**src/rtl/vape_exec_flag_if.sv**
```systemverilog
// Signal bundle between the CPU/atomicity-monitor side and the VAPE EXEC flag block.
// The master drives the observed CPU/DMA activity; the slave returns the attestation flags.
interface vape_exec_flag_if;
  logic [15:0] pc;
  logic [15:0] ER_min;
  logic [15:0] ER_max;
  logic [15:0] OR_min;
  logic [15:0] OR_max;
  logic        atom_exec;
  logic        irq;
  logic        data_wr;
  logic [15:0] data_addr;
  logic        dma_en;
  logic [15:0] dma_addr;
  logic        exec;
  logic        er_done;
  logic [2:0]  viol_code;

  modport master (
    output pc, ER_min, ER_max, OR_min, OR_max, atom_exec, irq,
           data_wr, data_addr, dma_en, dma_addr,
    input  exec, er_done, viol_code
  );

  modport slave (
    input  pc, ER_min, ER_max, OR_min, OR_max, atom_exec, irq,
           data_wr, data_addr, dma_en, dma_addr,
    output exec, er_done, viol_code
  );
endinterface

```
**src/rtl/vape_exec_flag.sv**
```systemverilog
// Sticky EXEC flag for VAPE attestation: tracks one ER execution and latches the first violation.
// Define VAPE_DMA_CHECK_EN to include DMA accesses in the ER/OR and secure-memory checks.
module vape_exec_flag #(
  parameter logic [15:0] SMEM_BASE = 16'hA000,
  parameter logic [15:0] SMEM_SIZE = 16'h4000
) (
  input  logic              clk,
  input  logic              rst_n,
  vape_exec_flag_if.slave   bus
);

  typedef enum logic [1:0] {IDLE, RUN, DONE, FAIL} state_e;

  state_e      state_q, state_d;
  logic        exec_q, exec_d;
  logic        er_done_q, er_done_d;
  logic [2:0]  viol_code_q, viol_code_d;
  logic        at_max_q, at_max_d;
  logic [15:0] sh_er_min_q, sh_er_min_d;
  logic [15:0] sh_er_max_q, sh_er_max_d;
  logic [15:0] sh_or_min_q, sh_or_min_d;
  logic [15:0] sh_or_max_q, sh_or_max_d;

  function automatic logic in_range(input logic [15:0] addr,
                                    input logic [15:0] lo,
                                    input logic [15:0] hi);
    return (addr >= lo) && (addr <= hi);
  endfunction

  // Widened to 17 bits so a window ending at 16'hFFFF does not wrap.
  function automatic logic in_smem(input logic [15:0] addr);
    logic [16:0] a, lo, hi_excl;
    a       = {1'b0, addr};
    lo      = {1'b0, SMEM_BASE};
    hi_excl = lo + {1'b0, SMEM_SIZE};
    return (a >= lo) && (a < hi_excl);
  endfunction

  logic       bounds_ok;
  logic       entry_req;
  logic       shadow_mismatch;
  logic       pc_in_er;
  logic [7:1] src;
  logic       viol_any;
  logic [2:0] viol_enc;
  logic       dma_er_or;
  logic       dma_smem;

  always_comb begin
    bounds_ok       = (bus.ER_min < bus.ER_max) && (bus.OR_min <= bus.OR_max);
    entry_req       = (bus.pc == bus.ER_min) && bounds_ok;
    shadow_mismatch = (bus.ER_min != sh_er_min_q) || (bus.ER_max != sh_er_max_q) ||
                      (bus.OR_min != sh_or_min_q) || (bus.OR_max != sh_or_max_q);
    pc_in_er        = in_range(bus.pc, sh_er_min_q, sh_er_max_q);
  end

`ifdef VAPE_DMA_CHECK_EN
  always_comb begin
    dma_er_or = bus.dma_en && (in_range(bus.dma_addr, sh_er_min_q, sh_er_max_q) ||
                               in_range(bus.dma_addr, sh_or_min_q, sh_or_max_q));
    dma_smem  = bus.dma_en && in_smem(bus.dma_addr);
  end
`else
  logic unused_dma;
  assign unused_dma = ^{bus.dma_en, bus.dma_addr};
  assign dma_er_or  = 1'b0;
  assign dma_smem   = 1'b0;
`endif

  // Predicates use the shadow bounds: those are the values attestation vouches for.
  always_comb begin
    src[1] = !bus.atom_exec;
    src[2] = bus.irq && pc_in_er && (state_q == RUN);
    src[3] = bus.data_wr && in_range(bus.data_addr, sh_er_min_q, sh_er_max_q);
    src[4] = bus.data_wr && in_range(bus.data_addr, sh_or_min_q, sh_or_max_q) && !pc_in_er;
    src[5] = shadow_mismatch || !bounds_ok;
    src[6] = dma_er_or;
    src[7] = (bus.data_wr && in_smem(bus.data_addr)) || dma_smem;
    viol_any = |src;
  end

  always_comb begin
    viol_enc = 3'd0;
    for (int i = 7; i >= 1; i--) begin
      if (src[i]) viol_enc = 3'(i);
    end
  end

  // NOTE: every _d gets a default before the case so no path leaves it unassigned (no latches).
  always_comb begin
    state_d     = state_q;
    viol_code_d = viol_code_q;
    er_done_d   = 1'b0;
    at_max_d    = 1'b0;
    sh_er_min_d = sh_er_min_q;
    sh_er_max_d = sh_er_max_q;
    sh_or_min_d = sh_or_min_q;
    sh_or_max_d = sh_or_max_q;

    unique case (state_q)
      IDLE: begin
        if (entry_req) state_d = RUN;
      end
      RUN: begin
        if (viol_any) begin
          state_d = FAIL;
        end else if (at_max_q && !pc_in_er) begin
          state_d   = DONE;
          er_done_d = 1'b1;
        end else begin
          at_max_d = (bus.pc == sh_er_max_q);
        end
      end
      DONE: begin
        // Re-execution takes precedence over a violation seen in the same cycle.
        if (entry_req)     state_d = RUN;
        else if (viol_any) state_d = FAIL;
      end
      FAIL: begin
        if (entry_req) state_d = RUN;
      end
      default: state_d = IDLE;
    endcase

    if (state_d == FAIL && viol_code_q == 3'd0) viol_code_d = viol_enc;

    if (state_d == RUN && state_q != RUN) begin
      viol_code_d = 3'd0;
      sh_er_min_d = bus.ER_min;
      sh_er_max_d = bus.ER_max;
      sh_or_min_d = bus.OR_min;
      sh_or_max_d = bus.OR_max;
    end

    exec_d = (state_d == DONE);
  end

  // NOTE: sequential state uses non-blocking assignments so all flops update together.
  always_ff @(posedge clk or negedge rst_n) begin
    if (!rst_n) begin
      state_q     <= IDLE;
      exec_q      <= 1'b0;
      er_done_q   <= 1'b0;
      viol_code_q <= 3'd0;
      at_max_q    <= 1'b0;
      sh_er_min_q <= 16'h0000;
      sh_er_max_q <= 16'h0000;
      sh_or_min_q <= 16'h0000;
      sh_or_max_q <= 16'h0000;
    end else begin
      state_q     <= state_d;
      exec_q      <= exec_d;
      er_done_q   <= er_done_d;
      viol_code_q <= viol_code_d;
      at_max_q    <= at_max_d;
      sh_er_min_q <= sh_er_min_d;
      sh_er_max_q <= sh_er_max_d;
      sh_or_min_q <= sh_or_min_d;
      sh_or_max_q <= sh_or_max_d;
    end
  end

  assign bus.exec      = exec_q;
  assign bus.er_done   = er_done_q;
  assign bus.viol_code = viol_code_q;

endmodule

```
**src/flat_wrapper.sv**
```systemverilog
// flat-port wrapper written by rule: the top's interface ports become plain ports
module vape_exec_flag_flat 
#(
  parameter logic [15:0] SMEM_BASE = 16'hA000,
  parameter logic [15:0] SMEM_SIZE = 16'h4000
)
  (clk, rst_n, bus_pc, bus_ER_min, bus_ER_max, bus_OR_min, bus_OR_max, bus_atom_exec, bus_irq, bus_data_wr, bus_data_addr, bus_dma_en, bus_dma_addr, bus_exec, bus_er_done, bus_viol_code);
  vape_exec_flag_if bus_i ();
  input  logic clk;
  input  logic rst_n;
  input wire logic [$bits(bus_i.pc)-1:0] bus_pc;
  input wire logic [$bits(bus_i.ER_min)-1:0] bus_ER_min;
  input wire logic [$bits(bus_i.ER_max)-1:0] bus_ER_max;
  input wire logic [$bits(bus_i.OR_min)-1:0] bus_OR_min;
  input wire logic [$bits(bus_i.OR_max)-1:0] bus_OR_max;
  input wire logic [$bits(bus_i.atom_exec)-1:0] bus_atom_exec;
  input wire logic [$bits(bus_i.irq)-1:0] bus_irq;
  input wire logic [$bits(bus_i.data_wr)-1:0] bus_data_wr;
  input wire logic [$bits(bus_i.data_addr)-1:0] bus_data_addr;
  input wire logic [$bits(bus_i.dma_en)-1:0] bus_dma_en;
  input wire logic [$bits(bus_i.dma_addr)-1:0] bus_dma_addr;
  output wire logic [$bits(bus_i.exec)-1:0] bus_exec;
  output wire logic [$bits(bus_i.er_done)-1:0] bus_er_done;
  output wire logic [$bits(bus_i.viol_code)-1:0] bus_viol_code;
  assign bus_i.pc = bus_pc;
  assign bus_i.ER_min = bus_ER_min;
  assign bus_i.ER_max = bus_ER_max;
  assign bus_i.OR_min = bus_OR_min;
  assign bus_i.OR_max = bus_OR_max;
  assign bus_i.atom_exec = bus_atom_exec;
  assign bus_i.irq = bus_irq;
  assign bus_i.data_wr = bus_data_wr;
  assign bus_i.data_addr = bus_data_addr;
  assign bus_i.dma_en = bus_dma_en;
  assign bus_i.dma_addr = bus_dma_addr;
  assign bus_exec = bus_i.exec;
  assign bus_er_done = bus_i.er_done;
  assign bus_viol_code = bus_i.viol_code;
  vape_exec_flag #(.SMEM_BASE(SMEM_BASE), .SMEM_SIZE(SMEM_SIZE)) u_core (.clk(clk), .rst_n(rst_n), .bus(bus_i));
endmodule
```
**config.mk**
```make
export PLATFORM = sky130hd
export DESIGN_NAME = vape_exec_flag_flat
export DESIGN_NICKNAME = d
export VERILOG_FILES = /design/src/rtl/vape_exec_flag_if.sv /design/src/rtl/vape_exec_flag.sv /design/src/flat_wrapper.sv
export SDC_FILE = /design/constraint.sdc
export NUM_CORES = 1
export LEC_CHECK = 0
export BUFFER_PORTS_ARGS = -buffer_cell sky130_fd_sc_hd__buf_2
export CAP_MARGIN = 40
export CORE_MARGIN = 2
export CORE_UTILIZATION = 50
export CTS_BUF_LIST = sky130_fd_sc_hd__clkbuf_8
export DETAILED_ROUTE_END_ITERATION = 7
export GPL_TIMING_DRIVEN = 0
export PLACE_DENSITY_LB_ADDON = 0.05
export SLEW_MARGIN = 30
export SYNTH_ARGS = -nofsm -noshare
export SYNTH_HDL_FRONTEND = slang
export SYNTH_SLANG_ARGS = --single-unit
```
**constraint.sdc**
```tcl
create_clock -name clk -period 4.8 [get_ports clk]
set_input_delay 0.48 -clock clk [delete_from_list [all_inputs] [get_ports clk]]
set_output_delay 0.48 -clock clk [all_outputs]
set_load 0.1 [all_outputs]
```
==> results.json, run 1 <==
{
  "status": "finished, final reports clean",
  "hp-class": "input pin to async pin",
  "ir_drop_uv": 322,
  "fillers": 1198,
  "die_x_um": 121,
  "finalClockSkew_ns": 0.00947,
  "dp.cells": 990,
  "grt_usage_pct": 28.9,
  "path_common_cell": "buf_6",
  "viasPerCell": 5.63,
  "final_cell_mix": "ha_1, inv_1, buf_2",
  "clockBufferDepth": 2,
  "drive_gt1_share_pct": 16.0,
  "synth_cell_type_count": 52,
  "diodes": 0,
  "end_kind": "flip-flop",
  "synth-edff-count": 0,
  "drtIter0Drc": 362,
  "p_leak_nw": 4.06,
  "ys_seq_elements": 72,
  "cts_buffers": 9,
  "cts-root-buf": "clkbuf_8",
  "die_h_um": 121,
  "crit_path_max_incr_delay_ns": 0.51,
  "hpwl_um": 17100,
  "grt_pass1_wl_um": 31300,
  "rsz0062_at_grt": "no",
  "ys.flop_type": "dfrtp_1",
  "synth_largest_area_cell": "dfrtp_1",
  "async_flop_share_pct": 100,
  "netlist_instances": 708,
  "synth_area_um2": 6810,
  "crit_fanout": 10,
  "crit_chain": "inv_1, ha_1, nand4_1, nor4_1, a21boi_1, o31a_1, a21oi_2, a211oi_4, a41o_1, o211a_4, buf_6, buf_6, mux2i_1",
  "final_cells": 1006,
  "fmax_mhz": 275,
  "finalCritPeriodShare_pct": 75.7,
  "crit_family": "compound AO/OA/AOI/OAI gates",
  "rows": 42,
  "cts_sinks": 72,
  "syn-mean-instance-area_um2": 9.62,
  "h-tree-depth": 3,
  "required_ns": 5.10,
  "slew_viol_final": 0,
  "ios": 123,
  "final_common_cell": "ha_1",
  "start_util_pct": 51.2,
  "hold_buffers": 0,
  "cts_setup_buffers": 0,
  "die_area_um2": 14600,
  "post_cts_resized": 0,
  "worst_pin_slew_ns": 0.628,
  "place_congestion": 0.957,
  "max_slew_margin_pct": 57.7,
  "area_growth_pct": 13.8,
  "cp_slowest_cell": "nor4_1",
  "final-hold-violation-count": 0,
  "start_kind": "flip-flop",
  "tns_ns": 0,
  "core-area_um2": 13300,
  "worstSkewPairLatency_ns": 0.38,
  "grt_max_degree": 45,
  "crit_arrival_ns": 3.93,
  "setup_viol": 0,
  "p_per_area_nw_per_um2": 577,
  "synth_top_area_share_pct": 26.5,
  "synth_seq_area_share_pct": 26.5,
  "numPortBuffers": 105,
  "cts_tree": "done",
  "synth.area.top_cells": "dfrtp_1, ha_1, xor2_1, inv_1, mux2_1",
  "antenna_found_initial": 0,
  "syn_nets": 955,
  "wl_um": 20300,
  "critPathBufInv": 3,
  "post-route-drc-count": 0,
  "pre_cts_ws_ns": 0.930,
  "hold_ws_ns": 0.0348,
  "yosysWarnings": 0,
  "first_pass_iters": 4,
  "setup_ws_ns": 1.17,
  "worstSetupPathType": "flip-flop to flip-flop",
  "clkTransAtPathRegs_ns": 0.08,
  "ant_nets": 0,
  "nets": 1072,
  "grt_pass1_vias": 5813,
  "vias": 5664,
  "overflow": 0,
  "wire_per_inst_um": 20.1,
  "finalPower_mw": 4.47,
  "drv_cap": 0,
  "period_minus_slack_ns": 3.63
}
## cells by family (layout without fill, tap and decap cells)
group	Yosys count	count (layout)	synth area share [%]
AO/OA/AOI/OAI	122	122	12.0
XOR/XNOR	81	81	10.4
adder cells (fa/ha/maj)	129	129	23.7
buffers and inverters	110	232	6.84
flip-flops	72	72	26.5
multiplexers	64	64	10.0
AND/OR/NAND/NOR	130	130	10.5
## flip-flops by register name, summed over array words and instances (netlist names)
signal,count
u_core.at_max_q,1
u_core.bus.er_done,1
u_core.bus.exec,1
u_core.bus.viol_code,3
u_core.sh_er_max_q,16
u_core.sh_er_min_q,16
u_core.sh_or_max_q,16
u_core.sh_or_min_q,16
u_core.state_q,2
## Yosys cell counts (17+ instances only)
cell type and instances:
xor2_1 81, inv_1 103, nor2_1 18, nand4_1 24, mux2i_1 30, mux2_1 34, dfrtp_1 72, ha_1 129
o21ai_0 17, a21oi_1 40, nor4_1 22, nand2_1 21
## worst paths after layout
kind	from	end	slack (ns)	cells after the start
max	u_core.sh_or_max_q[13]$_DFFE_PN0P_	u_core.sh_or_max_q[12]$_DFFE_PN0P_	1.17	13
min	rst_n	u_core.sh_or_min_q[2]$_DFFE_PN0P_	0.03	1
max reg2reg	u_core.sh_or_max_q[13]$_DFFE_PN0P_	u_core.sh_or_max_q[12]$_DFFE_PN0P_	1.17	13
min reg2reg	u_core.at_max_q$_DFF_PN0_	u_core.at_max_q$_DFF_PN0_	0.46	1
max in group asynchronous	rst_n	u_core.state_q[0]$_DFF_PN0_	4.18	2
min in group clk	bus_OR_min[2]	u_core.sh_or_min_q[2]$_DFFE_PN0P_	0.36	2
## through the flow
stage	instance area [um^2]	util [%]
6_report	7750	58.3
3_3_place_gp	7550	56.8
5_1_grt	7750	58.3
4_1_cts	7750	58.3
3_5_place_dp	7580	57.0
2_1_floorplan	6810	-
## metal layers
layer  global-route usage [%]  vias up  wire [um]
met2                     47.5      151       9400
li1                         -     2766          -
met5                        0        -          0
met3                     3.73       45        933
met4                     12.4        0        728
met1                     38.3     2702       9200
## final cells by class
type | count | area, um^2 | share of cell area, %
flip-flops and latches | 72 | 1800 | 23.2
plain buffers | 7 | 78.8 | 1.02
clock inverters | 6 | 28.8 | 0.371
inverters | 103 | 387 | 4.99
well taps | 176 | 220 | 2.84
clock buffers | 10 | 138 | 1.78
multi-input cells | 526 | 4540 | 58.6
repair buffers | 106 | 556 | 7.17
## report_power, final
part	switching (mW)	total, mW	internal [mW]
registers	0.250	1.18	0.933
clock network	0.261	0.456	0.195
logic	1.63	2.83	1.21
Power figures use the tool's default switching activity.
==> run 2, diff against run 1 <==
- clock period: 4.8 -> 3.22 ns (I/O delays scaled with it)
==> results.json, run 2 (same netlist as run 1, synthesis figures left out) <==
{
  "setup_ws_ns": -0.0637,
  "cp_slowest_cell": "dfrtp_1",
  "required_ns": 3.48,
  "ant_nets": 0,
  "die_x_um": 121,
  "area_growth_pct": 21.5,
  "clkTransAtPathRegs_ns": 0.08,
  "first_pass_iters": 4,
  "dp.cells": 990,
  "hp-class": "input pin to flip-flop",
  "grt_max_degree": 45,
  "grt_pass1_wl_um": 31600,
  "cts_buffers": 9,
  "hold_ws_ns": 0.209,
  "worstSetupPathType": "flip-flop to flip-flop",
  "fmax_mhz": 305,
  "post-route-drc-count": 0,
  "hpwl_um": 17100,
  "grt_usage_pct": 29.1,
  "crit_fanout": 10,
  "cts-root-buf": "clkbuf_8",
  "drive_gt1_share_pct": 24.1,
  "critPathBufInv": 2,
  "max_slew_margin_pct": 66.3,
  "rr_endpoint": "u_core.sh_er_min_q[15]$_DFFE_PN0P_",
  "reg2reg_slack_ns": -0.06,
  "start_util_pct": 51.2,
  "status": "complete, but fails checks",
  "p_per_area_nw_per_um2": 930,
  "period_minus_slack_ns": 3.28,
  "nets": 1092,
  "slew_viol_final": 0,
  "die_area_um2": 14600,
  "final_common_cell": "ha_1",
  "place_congestion": 0.957,
  "ir_drop_uv": 607,
  "setup_viol": 59,
  "wl_um": 21200,
  "numPortBuffers": 105,
  "cts_tree": "done",
  "clockBufferDepth": 2,
  "wire_per_inst_um": 20.6,
  "die_h_um": 121,
  "worst-path-stages": 12,
  "worst_pin_slew_ns": 0.501,
  "cts_sinks": 72,
  "final_cell_mix": "ha_1, buf_2, inv_1",
  "viasPerCell": 5.59,
  "violations": "setup timing",
  "finalClockSkew_ns": 0.00758,
  "drtIter0Drc": 382,
  "overflow": 0,
  "finalCritPeriodShare_pct": 102,
  "vias": 5738,
  "h-tree-depth": 3,
  "dpl_cell_area_um2": 7580,
  "start_kind": "flip-flop",
  "ios": 123,
  "drv_cap": 0,
  "tns_ns": -1.93,
  "fillers": 1149,
  "cp-endpoint": "u_core.sh_er_min_q[15]$_DFFE_PN0P_",
  "r2r_cells": 12,
  "rsz0062_at_grt": "yes",
  "final-hold-violation-count": 0,
  "core-area_um2": 13300,
  "antenna_found_initial": 0,
  "rr_startpoint": "u_core.sh_or_max_q[11]$_DFFE_PN0P_",
  "crit_path_start": "u_core.sh_or_max_q[11]$_DFFE_PN0P_",
  "final_cells": 1026,
  "crit_family": "compound AO/OA/AOI/OAI gates",
  "grt_pass1_vias": 5873,
  "crit_path_max_incr_delay_ns": 0.37,
  "p_leak_nw": 4.31,
  "end_kind": "flip-flop",
  "diodes": 0,
  "fin_area_um2": 8270,
  "rows": 42,
  "worstSkewPairLatency_ns": 0.38,
  "crit_arrival_ns": 3.54,
  "crit_chain": "inv_2, ha_4, nand4_1, nor4_4, a21boi_2, o31a_1, a21oi_4, a211oi_4, a41o_1, o211a_4, buf_12, mux2_1"
}
[run 2: power by group]
part           switching, mW  internal, mW  total (mW)
registers              0.389          1.39        1.78
clock network          0.390         0.291       0.681
logic                   2.71          2.52        5.23
total                   3.49          4.20        7.69
[run 2: final cells by class]
cell class	instances	area (um^2)	share of cell area (%)
plain buffers	7	140	1.69
clock buffers	10	138	1.66
clock inverters	6	28.8	0.348
inverters	103	387	4.67
multi-input cells	526	4810	58.2
flip-flops and latches	72	1800	21.8
well taps	176	220	2.66
repair buffers	126	743	8.99
[run 2: metal layers]
layer	track usage [%]	routed length, um	share of wire [%]
met2	48.6	9870	47
met5	0	0	0
met3	3.21	967	4.6
met4	11.0	730	3.4
met1	38.7	9600	45
[run 2: worst reg2reg max path, delay by kind of cell, from the launching register on]
family,cells,cell delay [ns]
AOI/OAI and AO/OA,6,1.38
and+or+nand+nor,2,0.55
DFF,1,0.37
muxes,1,0.33
buffers and inverters,2,0.27
adders and majority gates,1,0.27
[run 2: metrics by stage]
step | setup WS (ns) | util (%) | total power, mW
2_1_floorplan | 0.376 | - | 4.75
3_3_place_gp | -0.456 | 56.8 | 5.82
3_5_place_dp | -0.492 | 57.0 | 5.98
4_1_cts | 0.000335 | 59.5 | 6.90
5_1_grt | -0.129 | 62.2 | 8.24
6_report | -0.0637 | 62.2 | 7.69
[run 2: worst min-delay path by stage]
stage / slack (ns) / to / depth (start not counted) / from
2_1_floorplan: 0.03 / u_core.at_max_q$_DFF_PN0_ / 0 / rst_n
3_5_place_dp: 0.29 / u_core.sh_or_min_q[2]$_DFFE_PN0P_ / 1 / rst_n
3_3_place_gp: 0.44 / u_core.at_max_q$_DFF_PN0_ / 1 / u_core.at_max_q$_DFF_PN0_
5_1_grt: 0.22 / u_core.sh_or_min_q[13]$_DFFE_PN0P_ / 2 / bus_OR_min[13]
4_1_cts: 0.20 / u_core.sh_or_min_q[2]$_DFFE_PN0P_ / 2 / bus_OR_min[2]
6_report: 0.21 / u_core.sh_or_min_q[0]$_DFFE_PN0P_ / 2 / bus_OR_min[0]
[run 2: timing repair]
item / CTS / global route
cloned: 0 / 2
resized for setup: 24 / 47
pin swaps: 8 / 11
setup endpoints to repair: 67 / 64
buffers inserted: 5 / 12
endpoints found under the hold margin: 28 / 0
hold buffers: 1 / 0
==> run 3, diff against run 2 <==
- GPL_TIMING_DRIVEN: 0 -> default
- clock period: 3.22 -> 3.3 ns (I/O delays scaled with it)
==> results.json, run 3 (same netlist as run 1, synthesis figures left out) <==
{
  "finalClockSkew_ns": 0.0108,
  "final-hold-violation-count": 0,
  "vias": 6087,
  "internal-power_mw": 4.13,
  "viasPerCell": 5.48,
  "drv_cap": 0,
  "die_area_um2": 14600,
  "die_h_um": 121,
  "final_cell_mix": "ha_1, buf_4, buf_2",
  "final_cells": 1111,
  "worstSetupPathType": "flip-flop to flip-flop",
  "slew_viol_final": 0,
  "cts_buffers": 9,
  "end_kind": "flip-flop",
  "area_growth_pct": 28.0,
  "crit_arrival_ns": 3.51,
  "p_seq_share_pct": 23.2,
  "period_minus_slack_ns": 3.25,
  "final_common_cell": "ha_1",
  "status": "finished, final reports clean",
  "clkTransAtPathRegs_ns": 0.08,
  "cts_tree": "done",
  "r2r_cells": 13,
  "min_path_cells": 2,
  "overflow": 0,
  "grt_pass1_wl_um": 32600,
  "grt_max_degree": 41,
  "place_congestion": 0.933,
  "power.switching_mw": 3.28,
  "ios": 123,
  "tns_ns": 0,
  "start_util_pct": 51.2,
  "antenna_found_initial": 0,
  "numPortBuffers": 105,
  "fmax_mhz": 308,
  "finalCritPeriodShare_pct": 98.4,
  "worstHoldEndpoint": "u_core.sh_er_max_q[0]$_DFFE_PN0P_",
  "hp-class": "input pin to flip-flop",
  "setup_viol": 0,
  "worstSkewPairLatency_ns": 0.38,
  "cts_sinks": 72,
  "diodes": 0,
  "dr_wl_met2_um": 10100,
  "die_x_um": 121,
  "fillers": 1148,
  "wl_met3_um": 973,
  "grt_pass1_vias": 6272,
  "rsz0062_at_grt": "yes",
  "required_ns": 3.56,
  "grt_usage_pct": 29.9,
  "hpwl_um": 17600,
  "hp-start": "bus_ER_max[0]",
  "worst_pin_slew_ns": 0.487,
  "reg2reg_slack_ns": 0.05,
  "ant_nets": 0,
  "wire_per_inst_um": 19.1,
  "first_pass_iters": 4,
  "start_kind": "flip-flop",
  "clockBufferDepth": 2,
  "power_frac_comb_pct": 66.2,
  "post-route-drc-count": 0,
  "fin_area_um2": 8710,
  "crit_fanout": 16,
  "rows": 42,
  "wl_um": 21200,
  "power_frac_clock_pct": 10.6,
  "rr_endpoint": "u_core.sh_er_min_q[2]$_DFFE_PN0P_",
  "ir_drop_uv": 527,
  "rr_startpoint": "u_core.sh_or_max_q[10]$_DFFE_PN0P_",
  "p_per_area_nw_per_um2": 851,
  "cts-root-buf": "clkbuf_8",
  "top_layer": "met4",
  "max_slew_margin_pct": 67.3,
  "p_leak_nw": 4.62,
  "swShare_pct": 44.2,
  "drt-met1-wl_um": 9540,
  "core-area_um2": 13300,
  "drive_gt1_share_pct": 27.6,
  "dpl_cell_area_um2": 8250,
  "h-tree-depth": 3,
  "dp.cells": 1078,
  "drtIter0Drc": 338,
  "nets": 1178
}
run 3: changes by cell type in the layout (fill, tap and decap cells not counted), moves of 4 or more:
cell / delta
buf_4: +91
mux2_4: -26
ha_4: -4
ha_1: +4
mux2_1: +26
run 3: power by group through the flow:
| stage | Sequential (mW) | Clock, mW | Combinational (mW) |
|---|---|---|---|
| after detailed placement | 1.73 | 0 | 4.48 |
| final | 1.72 | 0.784 | 4.91 |
| after CTS | 1.71 | 0.787 | 4.51 |
| after global routing | 1.78 | 0.821 | 5.38 |
| after floorplan | 1.80 | 0 | 2.84 |
| after global placement | 1.70 | 0 | 4.33 |
run 3: how the worst max path moves through the flow:
stage / startpoint / to / cells past startpoint
finish: u_core.sh_or_max_q[10]$_DFFE_PN0P_ / u_core.sh_er_min_q[2]$_DFFE_PN0P_ / 13
global route: u_core.sh_or_max_q[15]$_DFFE_PN0P_ / u_core.sh_er_min_q[5]$_DFFE_PN0P_ / 14
CTS: bus_OR_max[13] / u_core.sh_er_max_q[4]$_DFFE_PN0P_ / 16
detailed placement: bus_OR_max[11] / u_core.sh_er_min_q[2]$_DFFE_PN0P_ / 15
global placement: bus_OR_max[15] / u_core.sh_or_min_q[2]$_DFFE_PN0P_ / 15
floorplan: bus_OR_max[14] / u_core.sh_or_min_q[0]$_DFFE_PN0P_ / 12
run 3: what timing repair did:
action / CTS / global route
buffers inserted: 0 / 16
cloned: 0 / 1
pin swaps: 1 / 14
hold buffers: 1 / 0
hold endpoints to repair: 32 / 0
resized for setup: 1 / 23
endpoints found under the setup margin: 54 / 54
run 3: worst max-delay path, cell delays in order (launching register included):
cell	delay, ns
dfrtp_1	0.36
inv_1	0.08
ha_1	0.29
nand4_1	0.14
nor4_2	0.37
buf_4	0.17
a21boi_4	0.18
o31a_1	0.21
a21oi_4	0.07
a211oi_4	0.23
a41o_1	0.21
o211a_4	0.26
buf_12	0.20
mux2_1	0.34
run 3: area by class of cell:
type                       count  area (um^2)  share of cell area [%]
clock buffer                  12          165                    1.90
clock inverter                 3         40.0                   0.460
multi-input combinational    526         4640                    53.3
inverter                     103          387                    4.44
sequential                    72         1800                    20.7
tap                          176          220                    2.53
timing repair buffer         219         1450                    16.7
run 3: metal layers:
layer	vias up	global-route usage, %
met5	-	0
met4	0	9.16
met3	35	2.92
met2	170	52.2
met1	2908	39.1
li1	2974	-
run 3: per-stage QoR:
stage	hold WS, ns	worst slack (ns)	power (mW)	utilization (%)
finish	0.212	0.0539	7.41	65.5
global route	0.224	-0.0183	7.98	65.5
CTS	0.214	0.0102	7.01	63.7
detailed placement	0.320	-0.387	6.21	62.0
global placement	0.434	-0.364	6.03	61.9
floorplan	0.0344	0.448	4.64	-
